## config.mk

```make
export PLATFORM = sky130hd
export DESIGN_NAME = vga_pattern_gen
export DESIGN_NICKNAME = d
export VERILOG_FILES = /design/src/rtl/vga_pkg.sv /design/src/rtl/vga_bounce_axis.sv /design/src/rtl/vga_pattern_gen.sv
export SDC_FILE = /design/constraint.sdc
export NUM_CORES = 1
export LEC_CHECK = 0
export ABC_AREA = 1
export CORE_UTILIZATION = 30
export DETAILED_ROUTE_END_ITERATION = 10
export PLACE_DENSITY_LB_ADDON = 0.08
export SLEW_MARGIN = 25
export SYNTH_ARGS = -nofsm -noshare
export SYNTH_HDL_FRONTEND = slang
export SYNTH_SLANG_ARGS = --single-unit
```

## constraint.sdc

```tcl
create_clock -name clk -period 4.2 [get_ports clk]
set_clock_uncertainty 0.1 [all_clocks]
set_input_delay 1.05 -clock clk [delete_from_list [all_inputs] [get_ports clk]]
set_output_delay 1.05 -clock clk [all_outputs]
set_load 0.01 [all_outputs]
```

## src/rtl/vga_pkg.sv

```systemverilog
// rtl/vga_pkg.sv - shared mode encodings, RGB332 colours and default active area
package vga_pkg;

   localparam int H_ACTIVE_DEFAULT = 640;
   localparam int V_ACTIVE_DEFAULT = 480;

   typedef enum logic [1:0] {
      MODE_BARS     = 2'd0,
      MODE_CHECKER  = 2'd1,
      MODE_GRADIENT = 2'd2,
      MODE_BOUNCE   = 2'd3
   } mode_t;

   // RGB332: {R[2:0], G[2:0], B[1:0]}
   localparam logic [7:0] WHITE   = 8'hFF;
   localparam logic [7:0] YELLOW  = 8'hFC;
   localparam logic [7:0] CYAN    = 8'h1F;
   localparam logic [7:0] GREEN   = 8'h1C;
   localparam logic [7:0] MAGENTA = 8'hE3;
   localparam logic [7:0] RED     = 8'hE0;
   localparam logic [7:0] BLUE    = 8'h03;
   localparam logic [7:0] BLACK   = 8'h00;
   localparam logic [7:0] DKBLUE  = 8'h02;

endpackage

```

## src/rtl/vga_bounce_axis.sv

```systemverilog
// rtl/vga_bounce_axis.sv - one axis of the bouncing box: position and direction,
// clamped and reflected at the edges of the active area on each frame strobe
module vga_bounce_axis #(
   parameter int EXTENT = 640,
   parameter int SIZE   = 32,
   parameter int STEP   = 2
) (
   input  logic       clk,
   input  logic       rst,
   input  logic       i_strobe,
   output logic [9:0] o_pos
);

   localparam logic [10:0] LIMIT  = 11'(EXTENT - SIZE);
   localparam logic [10:0] STEP11 = 11'(STEP);
   localparam logic [9:0]  STEP10 = 10'(STEP);

   logic [9:0]  r_pos;
   logic        r_dir_neg;
   logic [10:0] w_pos11;

   // 11-bit compare so pos+STEP near the top of the range cannot wrap
   assign w_pos11 = {1'b0, r_pos};
   assign o_pos   = r_pos;

   always_ff @(posedge clk or posedge rst) begin
      if (rst) begin
         r_pos     <= '0;
         r_dir_neg <= 1'b0;
      end else if (i_strobe) begin
         if (!r_dir_neg) begin
            if (w_pos11 + STEP11 >= LIMIT) begin
               r_pos     <= LIMIT[9:0];
               r_dir_neg <= 1'b1;
            end else begin
               r_pos <= r_pos + STEP10;
            end
         end else begin
            if (w_pos11 <= STEP11) begin
               r_pos     <= '0;
               r_dir_neg <= 1'b0;
            end else begin
               r_pos <= r_pos - STEP10;
            end
         end
      end
   end

endmodule

```

## src/rtl/vga_pattern_gen.sv

```systemverilog
// rtl/vga_pattern_gen.sv - RGB332 test-pattern source for vga_controller (bars, checker,
// gradient, bouncing box); PATTERN_GEN_AUTOCYCLE_EN also advances the mode every 256 frames
module vga_pattern_gen
   import vga_pkg::*;
#(
   parameter int         H_ACTIVE    = H_ACTIVE_DEFAULT,
   parameter int         V_ACTIVE    = V_ACTIVE_DEFAULT,
   parameter int         BOX_SIZE    = 32,
   parameter int         BOX_STEP    = 2,
   parameter int         CHECK_SHIFT = 5,
   parameter logic [7:0] BOX_COLOR   = YELLOW
) (
   input  logic       clk,
   input  logic       rst,
   input  logic [9:0] i_x,
   input  logic [9:0] i_y,
   input  logic       i_vsync,
   input  logic       i_mode_next,
   output logic [7:0] o_rgb,
   output logic [1:0] o_mode,
   output logic       o_frame_strobe,
   output logic [7:0] o_frame_cnt
);

   localparam int BAR_W = H_ACTIVE / 8;

   logic [7:0]  r_rgb;
   mode_t       r_mode;
   logic        r_strobe;
   logic [7:0]  r_frame_cnt;
   logic        r_vsync_d;
   logic        r_mode_d;
   logic        r_pending;

   logic        w_mode_edge;
   logic        w_advance;
   logic [9:0]  w_box_x;
   logic [9:0]  w_box_y;
   logic [10:0] w_x11;
   logic [10:0] w_y11;
   logic [9:0]  w_cx;
   logic        w_active;
   logic        w_in_box;
   logic [7:0]  w_bar;
   logic [7:0]  w_pix;

   assign o_rgb          = r_rgb;
   assign o_mode         = r_mode;
   assign o_frame_strobe = r_strobe;
   assign o_frame_cnt    = r_frame_cnt;

   assign w_mode_edge = i_mode_next & ~r_mode_d;
`ifdef PATTERN_GEN_AUTOCYCLE_EN
   assign w_advance   = r_pending | w_mode_edge | (r_frame_cnt == 8'hFF);
`else
   assign w_advance   = r_pending | w_mode_edge;
`endif

   always_ff @(posedge clk or posedge rst) begin
      if (rst) begin
         r_vsync_d   <= 1'b1;
         r_mode_d    <= 1'b0;
         r_strobe    <= 1'b0;
         r_frame_cnt <= '0;
         r_mode      <= MODE_BARS;
         r_pending   <= 1'b0;
      end else begin
         r_vsync_d <= i_vsync;
         r_mode_d  <= i_mode_next;
         r_strobe  <= r_vsync_d & ~i_vsync;
         // Mode only changes at a frame boundary so a pattern never switches mid-image
         if (r_strobe) begin
            r_frame_cnt <= r_frame_cnt + 8'd1;
            r_pending   <= 1'b0;
            if (w_advance) r_mode <= mode_t'(r_mode + 2'd1);
         end else if (w_mode_edge) begin
            r_pending <= 1'b1;
         end
      end
   end

   vga_bounce_axis #(.EXTENT(H_ACTIVE), .SIZE(BOX_SIZE), .STEP(BOX_STEP)) u_axis_x (
      .clk(clk), .rst(rst), .i_strobe(r_strobe), .o_pos(w_box_x)
   );

   vga_bounce_axis #(.EXTENT(V_ACTIVE), .SIZE(BOX_SIZE), .STEP(BOX_STEP)) u_axis_y (
      .clk(clk), .rst(rst), .i_strobe(r_strobe), .o_pos(w_box_y)
   );

   assign w_x11    = {1'b0, i_x};
   assign w_y11    = {1'b0, i_y};
   assign w_cx     = i_x + {2'b00, r_frame_cnt};
   assign w_active = (w_x11 < 11'(H_ACTIVE)) && (w_y11 < 11'(V_ACTIVE));
   assign w_in_box = (w_x11 >= {1'b0, w_box_x}) && (w_x11 < {1'b0, w_box_x} + 11'(BOX_SIZE)) &&
                     (w_y11 >= {1'b0, w_box_y}) && (w_y11 < {1'b0, w_box_y} + 11'(BOX_SIZE));

   always_comb begin
      w_bar = BLACK;
      if      (w_x11 < 11'(1 * BAR_W)) w_bar = WHITE;
      else if (w_x11 < 11'(2 * BAR_W)) w_bar = YELLOW;
      else if (w_x11 < 11'(3 * BAR_W)) w_bar = CYAN;
      else if (w_x11 < 11'(4 * BAR_W)) w_bar = GREEN;
      else if (w_x11 < 11'(5 * BAR_W)) w_bar = MAGENTA;
      else if (w_x11 < 11'(6 * BAR_W)) w_bar = RED;
      else if (w_x11 < 11'(7 * BAR_W)) w_bar = BLUE;
   end

   always_comb begin
      w_pix = BLACK;
      case (r_mode)
         MODE_BARS:     w_pix = w_bar;
         MODE_CHECKER:  w_pix = (w_cx[CHECK_SHIFT] ^ i_y[CHECK_SHIFT]) ? WHITE : BLACK;
         MODE_GRADIENT: w_pix = {i_x[9:7], i_y[8:6], r_frame_cnt[5:4]};
         MODE_BOUNCE:   w_pix = w_in_box ? BOX_COLOR : DKBLUE;
         default:       w_pix = BLACK;
      endcase
   end

   always_ff @(posedge clk or posedge rst) begin
      if (rst) r_rgb <= '0;
      else     r_rgb <= w_active ? w_pix : BLACK;
   end

endmodule

```

==> summary.txt, run 1 <==
Pwr
  – Pwr Density: 599.0 nW/um2
  – Leak: 2.434 nW
  – Peak supply drop: approximately 0.00016 V

Floorplanning
  – # IOs: 43
  – Die W: roughly 120 um
  – # rows: around 40
  – Die Y: 117.5 um
  – Core area: between 10000 and 15000 um2
  – Die area: around 14000 um2
  – Initial Util: 0.3118

Critical path
  – Crit path cell chain: clkdlybuf4s50_1 -> ha_1 -> nand2_1 -> nor2_1 -> nand3_1 -> nand3_1 -> nand2_1 -> nor2_4 -> nand3_4 -> a21oi_1
  – Slowest stage delay, CP: 0.58 ns
  – Kind of critical path: input pin to register
  – CP top delay family: simple AND/OR/NAND/NOR gates
  – Nature of the critical path endpoint: register
  – Arrival @ worst endpoint: 2.94 ns
  – Crit path buffers/inverters: 1
  – Crit start category: input pin
  – Critical path required time: around 4.3 ns
  – Highest-delay cell along the critical path: clkdlybuf4s50_1
  – CP max FO: 7

Yosys
  – Yosys top cell by area: dfrtp_1
  – Synth Register Bits: 42
  – Distinct cell type count after synthesis: 42
  – Count leader, synth: nand2_1
  – Cells after Synth: roughly 580
  – Top cells by count, synth: nand2_1 (147), inv_1 (68), nor2_1 (58), a21oi_1 (50), ha_1 (47)
  – Mapped cell area: ~4000 um2
  – Mean Syn Cell Area: roughly 7 um2
  – Ys async rst share: 1.000
  – Synth top area cells: dfrtp_1 (26%), ha_1 (15%), nand2_1 (14%)
  – Synth warnings: 0
  – Top_reg_cell synth: dfrtp_1
  – Syn_nets: between 600 and 700
  – Top-area cell type share of the netlist area: 0.2566
  – Sequential-to-total area share from yosys stat: 0.2631
  – Post-synth EDFFs: 0

Routing
  – Detailed router's first-iteration violation count: roughly 170
  – Routed vias: ~3600
  – First-pass detailed-route iteration total: 4
  – DR DRC count: 0
  – Post-DRT Antenna Nets: 0
  – DRT Wirelength: 9.887 mm
  – Vias per inst: ~4.6
  – WL per Instance: 12.59 um

Job
  – Max-cap violations: 0

CTS
  – CTS hold repair buffers: 0
  – Post-CTS sizing: 0
  – Clock latency on the worst-skew pair: about 0.30 ns
  – Post-CTS setup buffer count: 0
  – Clock tree from TritonCTS: built
  – Root buffer cell: clkbuf_16
  – H-tree depth: 2
  – Clk sinks: 42
  – Cts bufs inserted: 5
  – Reg clk slew, reported paths: about 0.060 ns
  – Max Buffers Root-to-Sink: 2

Outcome
  – Status: finished, final reports clean

Global route
  – Gr ovfl total: 0
  – Vias in the first global route: ~3500
  – First-pass GRT wire length: 17.05 mm
  – Initial antenna violation count: 0
  – Gr usage total: 0.1534
  – Largest net degree at the start of global routing: 43

Timing
  – Final min period: ~2.8 ns
  – Fin. Hold Viols: 0
  – Slew at the pin closest to its max-slew limit: a little under 0.8 ns
  – Period utilization: 0.6717
  – Final hold slack: ~0.36 ns
  – Slew Viols, Final: 0
  – Slew HR: 0.4726
  – RSZ-0062 raised after global routing: no
  – Fin Setup TNS: 0 ns
  – Setup Viol. Count Final: 0
  – Fmax: 0.3545 GHz

Finish
  – Share of post-route cells with drive strength above 1: 0.07015
  – Fill cell count: between 1000 and 1500
  – Syn-to-layout area delta: 17.93%
  – Layout Nets: around 700
  – Antenna Cells: 0
  – Final core utilization: 0.3677

Placement
  – Final GP Congestion: 0.8495
  – DP HPWL: about 7.6 mm
  – I/O Buffers: roughly 40

Worst hold path
  – Min-delay worst type: register to register
## cell families (layout without fill, tap and decap cells)
family                   count (synthesis)  after routing  share of synthesized area
adder cells (fa/ha/maj)                 47             47                     0.1471
AND/OR/NAND/NOR                        280            280                     0.3135
AO/OA/AOI/OAI                           77             77                     0.1051
XOR/XNOR                                36             36                    0.07885
flip-flops                              42             42                     0.2631
buffers and inverters                   94            131                    0.09230
## metal layers
metal	vias up	routed length (um)	global-route usage	part of all wire
met2	68	4302	0.2330	0.44
met1	1649	5014	0.2140	0.51
met5	-	0	0	0
li1	1914	-	-	-
met3	12	358	0.03391	0.036
met4	0	211	0.05128	0.021
## registers in the layout (all words and copies together) (netlist names)
name	flops
o_rgb	8
r_mode_d	1
r_pending	1
o_frame_cnt	8
o_frame_strobe	1
u_axis_x.o_pos	9
u_axis_y.o_pos	9
r_vsync_d	1
u_axis_x.r_dir_neg	1
u_axis_y.r_dir_neg	1
o_mode	2
## final timing paths
| kind | startpoint | endpoint | slack, ns | cells past startpoint |
|---|---|---|---|---|
| setup / recovery | i_x[5] | o_rgb[7]$_DFF_PP0_ | 1.38 | 10 |
| hold / removal | r_vsync_d$_DFF_PP1_ | o_frame_strobe$_DFF_PP0_ | 0.36 | 2 |
| setup reg to reg | u_axis_x.o_pos[5]$_DFFE_PP0P_ | o_rgb[7]$_DFF_PP0_ | 1.78 | 13 |
| hold reg to reg | r_vsync_d$_DFF_PP1_ | o_frame_strobe$_DFF_PP0_ | 0.36 | 2 |
| max in group asynchronous | rst | u_axis_y.o_pos[5]$_DFFE_PP0P_ | 2.41 | 2 |
| min in group asynchronous | rst | r_pending$_DFFE_PP0P_ | 1.09 | 2 |
## through the flow
step	power (mW)	worst slack [ns]	cell area, um2	std cells
5_1_grt	3.155	1.144	4716	785
3_5_place_dp	2.424	1.056	4567	777
6_report	2.825	1.379	4716	785
2_1_floorplan	1.977	1.907	3999	576
3_3_place_gp	2.421	1.067	4567	777
4_1_cts	2.860	1.362	4715	785
## where the power goes
group,switching (mW),total [mW],internal (mW),leakage (nW)
clock network,0.173,0.409,0.236,0.0739
registers,0.224,0.768,0.544,0.513
logic,0.973,1.65,0.675,1.85
## layout make-up
class                   count  area, um2  share of cell area
clock inverters             1      5.005            0.001061
inverters                  81      305.3             0.06474
multi-input cells         440       2577              0.5466
flip-flops and latches     42       1052              0.2231
well taps                 172      215.2             0.04564
clock buffers               7      142.6             0.03025
repair buffers             42      417.9             0.08862
## worst min-delay path: stages, from the launching register on
cell and delay (ns):
dfstp_2 0.36, inv_1 0.04, nor2_1 0.03
## cells in the final DEF, fill, tap and decap left out, types with 5 or more instances in the layout
cell type,count
nand2_1,147
inv_1,67
nor2_1,58
a21oi_1,50
ha_1,47
nand3_1,42
clkdlybuf4s50_1,41
dfrtp_1,41
xor2_1,31
inv_2,11
o21ai_0,8
nand4_1,6
nand3_2,6
xnor2_1,5
clkbuf_16,5
No activity file was read; power rests on OpenSTA's default activity.
==> run 2, diff against run 1 <==
clock period = 2.5 ns   (was 4.2 ns; I/O delays follow)
==> run 2 against run 1 <==
  * Combinational power grew 76%
  * Sequential share of layout area down 0.89 points
  * Total power up 75%
  * Flip-flop and latch count unchanged
  * Global-route usage is 0.78 points higher
  * Via count grew 2.6%
  * Final area grew 4.1%
  * Critical path type unchanged
  * Clock power is 85% higher
  * Final cell count up 2.8%
  * Setup slack worse by 1.2 ns
  * Worst hold slack better by 0.0047 ns
==> summary.txt, run 2 (same netlist as run 1, synthesis figures left out) <==
Routing
  – Vias per inst: 4.632
  – Routed vias: ~3700
  – First-pass detailed-route iteration total: 4
  – DRT Wirelength: about 10 mm
  – Detailed router's first-iteration violation count: around 220
  – Post-DRT Antenna Nets: 0
  – WL per Instance: 12.87 um
  – DR DRC count: 0

Timing
  – Fin. Hold Viols: 0
  – Final worst slack: about 0.18 ns
  – Period utilization: 0.9299
  – RSZ-0062 raised after global routing: no
  – Slew at the pin closest to its max-slew limit: around 0.45 ns
  – Setup Viol. Count Final: 0
  – Slew HR: 0.6984
  – Final hold slack: between 0.3 and 0.4 ns
  – Final min period: about 2.3 ns
  – Slew Viols, Final: 0
  – Fmax: 0.4302 GHz
  – Fin Setup TNS: 0 ns

Critical path
  – Crit path buffers/inverters: 2
  – CP max FO: 6
  – Crit start category: input pin
  – Highest-delay cell along the critical path: clkdlybuf4s50_1
  – Nature of the critical path endpoint: register
  – Slowest stage delay, CP: approximately 0.50 ns
  – Arrival @ worst endpoint: between 2 and 2.5 ns
  – Kind of critical path: input pin to register
  – Critical path required time: between 2 and 3 ns
  – CP top delay family: buffers and inverters
  – Crit path cell chain: clkdlybuf4s50_1 -> ha_1 -> inv_1 -> nor2_1 -> a21oi_1 -> nand2_1 -> nand2_1 -> nand2_2 -> nor2_4 -> nand3_4 -> a21oi_1

Global route
  – Vias in the first global route: 3729
  – First-pass GRT wire length: 17.98 mm
  – Gr usage total: 0.1612
  – Met1 usage: 0.2139
  – Initial antenna violation count: 0
  – Gr busiest metal: met2
  – Met2 global-route usage: 0.2596
  – Largest net degree at the start of global routing: 23
  – Gr ovfl total: 0
  – GR Util met3: 0.02713

Placement
  – DP HPWL: approximately 8.3 mm
  – Final GP Congestion: 0.8530
  – Dpl ws: -0.1040 ns
  – I/O Buffers: ~40

CTS
  – Reg clk slew, reported paths: about 0.06 ns
  – Clk sinks: 42
  – H-tree depth: 2
  – Max Buffers Root-to-Sink: 2
  – Cts bufs inserted: 5
  – Clock latency on the worst-skew pair: 0.29 ns
  – Post-CTS setup buffer count: 0
  – CTS hold repair buffers: 0
  – Post-CTS sizing: 0
  – Clock tree from TritonCTS: built
  – Root buffer cell: clkbuf_16

Pwr
  – Leak: 2.548 nW
  – Pwr Density: between 1000 and 1500 nW/um2
  – Peak supply drop: ~0.00032 V
  – Total power: 4.938 mW

Floorplanning
  – Core area: 12820 um2
  – Die W: between 100 and 150 um
  – # rows: slightly above 40
  – # IOs: 43
  – Die area: between 10000 and 15000 um2
  – Die Y: about 120 um
  – Initial Util: 0.3118

Finish
  – Layout Nets: roughly 700
  – Most common cell after layout, fill and taps aside: nand2_1
  – Commonest non-fill, non-tap cells in the layout: nand2_1 (147), inv_1 (67), nor2_1 (58)
  – Share of post-route cells with drive strength above 1: 0.1024
  – Syn-to-layout area delta: 22.81%
  – Final core utilization: 0.3829
  – Antenna Cells: 0

Outcome
  – Status: finished, final reports clean

Job
  – Max-cap violations: 0

Worst hold path
  – Min-delay worst type: register to register
-- run 2: changes by cell type in the layout (fill, tap and decap cells not counted), sizes merged --
| cell | previous run | this run |
|---|---|---|
| inv | 78 | 79 |
| buf | 1 | 23 |
| bufinv | 0 | 1 |
| clkbuf | 7 | 6 |
| clkinvlp | 0 | 1 |
| clkinv | 4 | 2 |
-- run 2: path summary, 6_finish.rpt --
| path | slack (ns) | from | cells after the start | endpoint |
|---|---|---|---|---|
| setup / recovery | 0.18 | i_x[6] | 11 | o_rgb[7]$_DFF_PP0_ |
| hold / removal | 0.36 | r_vsync_d$_DFF_PP1_ | 2 | o_frame_strobe$_DFF_PP0_ |
| setup reg to reg | 0.20 | u_axis_x.o_pos[6]$_DFFE_PP0P_ | 13 | o_rgb[7]$_DFF_PP0_ |
| hold reg to reg | 0.36 | r_vsync_d$_DFF_PP1_ | 2 | o_frame_strobe$_DFF_PP0_ |
| max in group asynchronous | 1.18 | rst | 3 | r_vsync_d$_DFF_PP1_ |
| min in group asynchronous | 0.57 | rst | 2 | o_rgb[0]$_DFF_PP0_ |
-- run 2: worst register-to-register path, stage by stage (launching register included) --
cell,delay (ns)
dfrtp_1,0.46
inv_1,0.09
ha_1,0.29
inv_1,0.04
ha_1,0.31
inv_1,0.06
nor2_1,0.03
a21oi_1,0.25
nand2_1,0.08
nand2_1,0.09
nand2_2,0.07
nor2_4,0.09
nand3_4,0.10
a21oi_1,0.15
-- run 2: through the flow --
step | cells | cell area (um2)
after floorplan | 576 | 3999
after global placement | 799 | 4745
after detailed placement | 799 | 4745
after CTS | 807 | 4911
after global routing | 807 | 4911
final | 807 | 4911
-- run 2: layout make-up --
cell class | count | area (um2)
multi-input cells | 440 | 2577
flip-flops and latches | 42 | 1052
clock buffers | 6 | 128.9
fillers | 1380 | 7914
clock inverters | 2 | 37.54
repair buffers | 64 | 595.6
well taps | 172 | 215.2
inverters | 81 | 304.0
-- run 2: per-layer routing --
layer  up-vias  part of all wire
met5         -                 0
met4         0             0.022
met3        11             0.032
met2        63              0.44
met1      1710              0.51
li1       1954                 -
-- run 2: where the power goes --
group          switching (mW)  internal (mW)  total (mW)
logic                    1.69           1.21        2.90
registers               0.366          0.914        1.28
clock network           0.284          0.472       0.756
==> run 3, diff against run 2 <==
--- a/config.mk
+++ b/config.mk
@@ -9,2 +9,3 @@
 export CORE_UTILIZATION = 30
+export CTS_CLUSTER_SIZE = 24
 export DETAILED_ROUTE_END_ITERATION = 10
--- a/constraint.sdc
+++ b/constraint.sdc
@@ -4,2 +4,2 @@
 set_output_delay 0.625 -clock clk [all_outputs]
-set_load 0.01 [all_outputs]
+set_load 0.02 [all_outputs]
==> run 3 against run 2 <==
  * Wire length down 1.8%
  * Total power is 0.57% lower
  * Non-clock buffer count is 1 lower
  * Sequential share of layout area is 0.14 points higher
  * Critical endpoint is now o_rgb[4]$_DFF_PP0_
  * Final area shrank 0.64%
==> summary.txt, run 3 (same netlist as run 1, synthesis figures left out) <==
Floorplanning
  – Die W: ~120 um
  – # rows: slightly above 40
  – Die Y: approximately 120 um
  – Core area: ~13000 um2
  – Initial Util: 0.3118
  – Die area: 13800 um2
  – # IOs: 43

Finish
  – Syn-to-layout area delta: 22.03%
  – Share of post-route cells with drive strength above 1: 0.1009
  – Design area: 4880 um2
  – Final core utilization: 0.3805
  – Commonest non-fill, non-tap cells in the layout: nand2_1 (147), inv_1 (67), nor2_1 (58)
  – Antenna Cells: 0
  – Layout Nets: about 700
  – Fill cell count: roughly 1400
  – Most common cell after layout, fill and taps aside: nand2_1

Critical path
  – CP max FO: 6
  – Crit path buffers/inverters: 3
  – Arrival @ worst endpoint: roughly 2.4 ns
  – Critical path required time: between 2 and 3 ns
  – Kind of critical path: input pin to register
  – Nature of the critical path endpoint: register
  – Highest-delay cell along the critical path: clkdlybuf4s50_1
  – Worst path most repeated cell: nand3_2
  – CP top delay family: buffers and inverters
  – Crit start category: input pin
  – Crit path cell chain: clkdlybuf4s50_1 -> buf_4 -> ha_1 -> a21o_1 -> nand3_2 -> nand3_2 -> inv_2 -> nand2_2 -> nor2_4 -> nand3_4 -> a21oi_1
  – Slowest stage delay, CP: ~0.50 ns

Global route
  – Largest net degree at the start of global routing: 29
  – Initial antenna violation count: 0
  – First-pass GRT wire length: between 15 and 20 mm
  – Vias in the first global route: roughly 3600
  – Gr usage total: 0.1575
  – Gr ovfl total: 0

Routing
  – First-pass detailed-route iteration total: 4
  – DR DRC count: 0
  – Routed vias: 3730
  – Detailed router's first-iteration violation count: slightly below 200
  – Post-DRT Antenna Nets: 0
  – DRT Wirelength: 10.19 mm
  – Vias per inst: about 4.6
  – WL per Instance: between 10 and 15 um

CTS
  – Root buffer cell: clkbuf_16
  – H-tree depth: 2
  – Reg clk slew, reported paths: ~0.060 ns
  – Cts bufs inserted: 5
  – Clock latency on the worst-skew pair: roughly 0.3 ns
  – CTS hold repair buffers: 0
  – Post-CTS setup buffer count: 0
  – Clk sinks: 42
  – Clock tree from TritonCTS: built
  – Post-CTS sizing: 0
  – Max Buffers Root-to-Sink: 2

Placement
  – Final GP Congestion: roughly 0.85
  – I/O Buffers: 41
  – Placed inst area: around 4700 um2
  – Dpl ws: -0.09387 ns
  – DP HPWL: about 8.0 mm

Timing
  – Final min period: approximately 2.3 ns
  – Slew at the pin closest to its max-slew limit: around 0.46 ns
  – Slew Viols, Final: 0
  – Fmax: about 0.44 GHz
  – Period utilization: 0.9159
  – Slew HR: 0.6907
  – Final worst slack: ~0.21 ns
  – Setup Viol. Count Final: 0
  – Fin Setup TNS: 0 ns
  – RSZ-0062 raised after global routing: no
  – Fin. Hold Viols: 0

Pwr
  – Total power: ~5 mW
  – Peak supply drop: between 0.0002 and 0.0003 V
  – Pwr Density: roughly 1000 nW/um2
  – Leak: 2.536 nW

Job
  – Max-cap violations: 0

Worst hold path
  – Min-delay worst type: register to register

Outcome
  – Status: finished, final reports clean
==> run 3: where the power goes <==
part	internal (mW)	switching [mW]	leakage, nW	total (mW)
Sequential	0.914	0.358	0.513	1.27
Combinational	1.21	1.75	1.95	2.96
Clock	0.372	0.304	0.0708	0.676
Total	2.50	2.41	2.54	4.91
==> run 3: metrics by stage <==
step / std cells / hold slack, ns
floorplan: 576 / 0.3433
global placement: 798 / 0.3506
detailed placement: 798 / 0.3559
CTS: 806 / 0.3676
global route: 806 / 0.3849
finish: 806 / 0.3633
==> run 3: layout make-up <==
| cell class | instances | area (um2) | share of cell area |
|---|---|---|---|
| clock buffers | 6 | 128.9 | 0.02641 |
| clock inverters | 2 | 13.76 | 0.002821 |
| inverters | 81 | 304.0 | 0.06231 |
| multi-input cells | 440 | 2577 | 0.5282 |
| flip-flops and latches | 42 | 1052 | 0.2156 |
| well taps | 172 | 215.2 | 0.04410 |
| repair buffers | 63 | 588.1 | 0.1205 |
==> run 3: path summary, 6_finish.rpt <==
kind	start	endpoint	slack, ns	cells past startpoint
worst max-delay path	i_x[8]	o_rgb[4]$_DFF_PP0_	0.21	11
worst min-delay path	r_vsync_d$_DFF_PP1_	o_frame_strobe$_DFF_PP0_	0.36	2
worst max register to register	u_axis_x.o_pos[6]$_DFFE_PP0P_	o_rgb[4]$_DFF_PP0_	0.23	13
worst min register to register	r_vsync_d$_DFF_PP1_	o_frame_strobe$_DFF_PP0_	0.36	2
max in group asynchronous	rst	r_vsync_d$_DFF_PP1_	1.17	3
min in group asynchronous	rst	o_frame_cnt[3]$_DFFE_PP0P_	0.56	2
==> run 3: layer usage <==
layer / part of all wire / global-route usage / vias up
met5: 0 / 0 / -
met4: 0.0097 / 0.04167 / 0
met3: 0.042 / 0.03149 / 7
met2: 0.45 / 0.2493 / 72
met1: 0.50 / 0.2176 / 1697
li1: - / - / 1954
==> run 3: worst min-delay path, delay by kind of cell (launching register included) <==
kind / cells / cell delay [ns]
buffers and inverters: 1 / 0.04
DFF: 1 / 0.36
and+or+nand+nor: 1 / 0.03
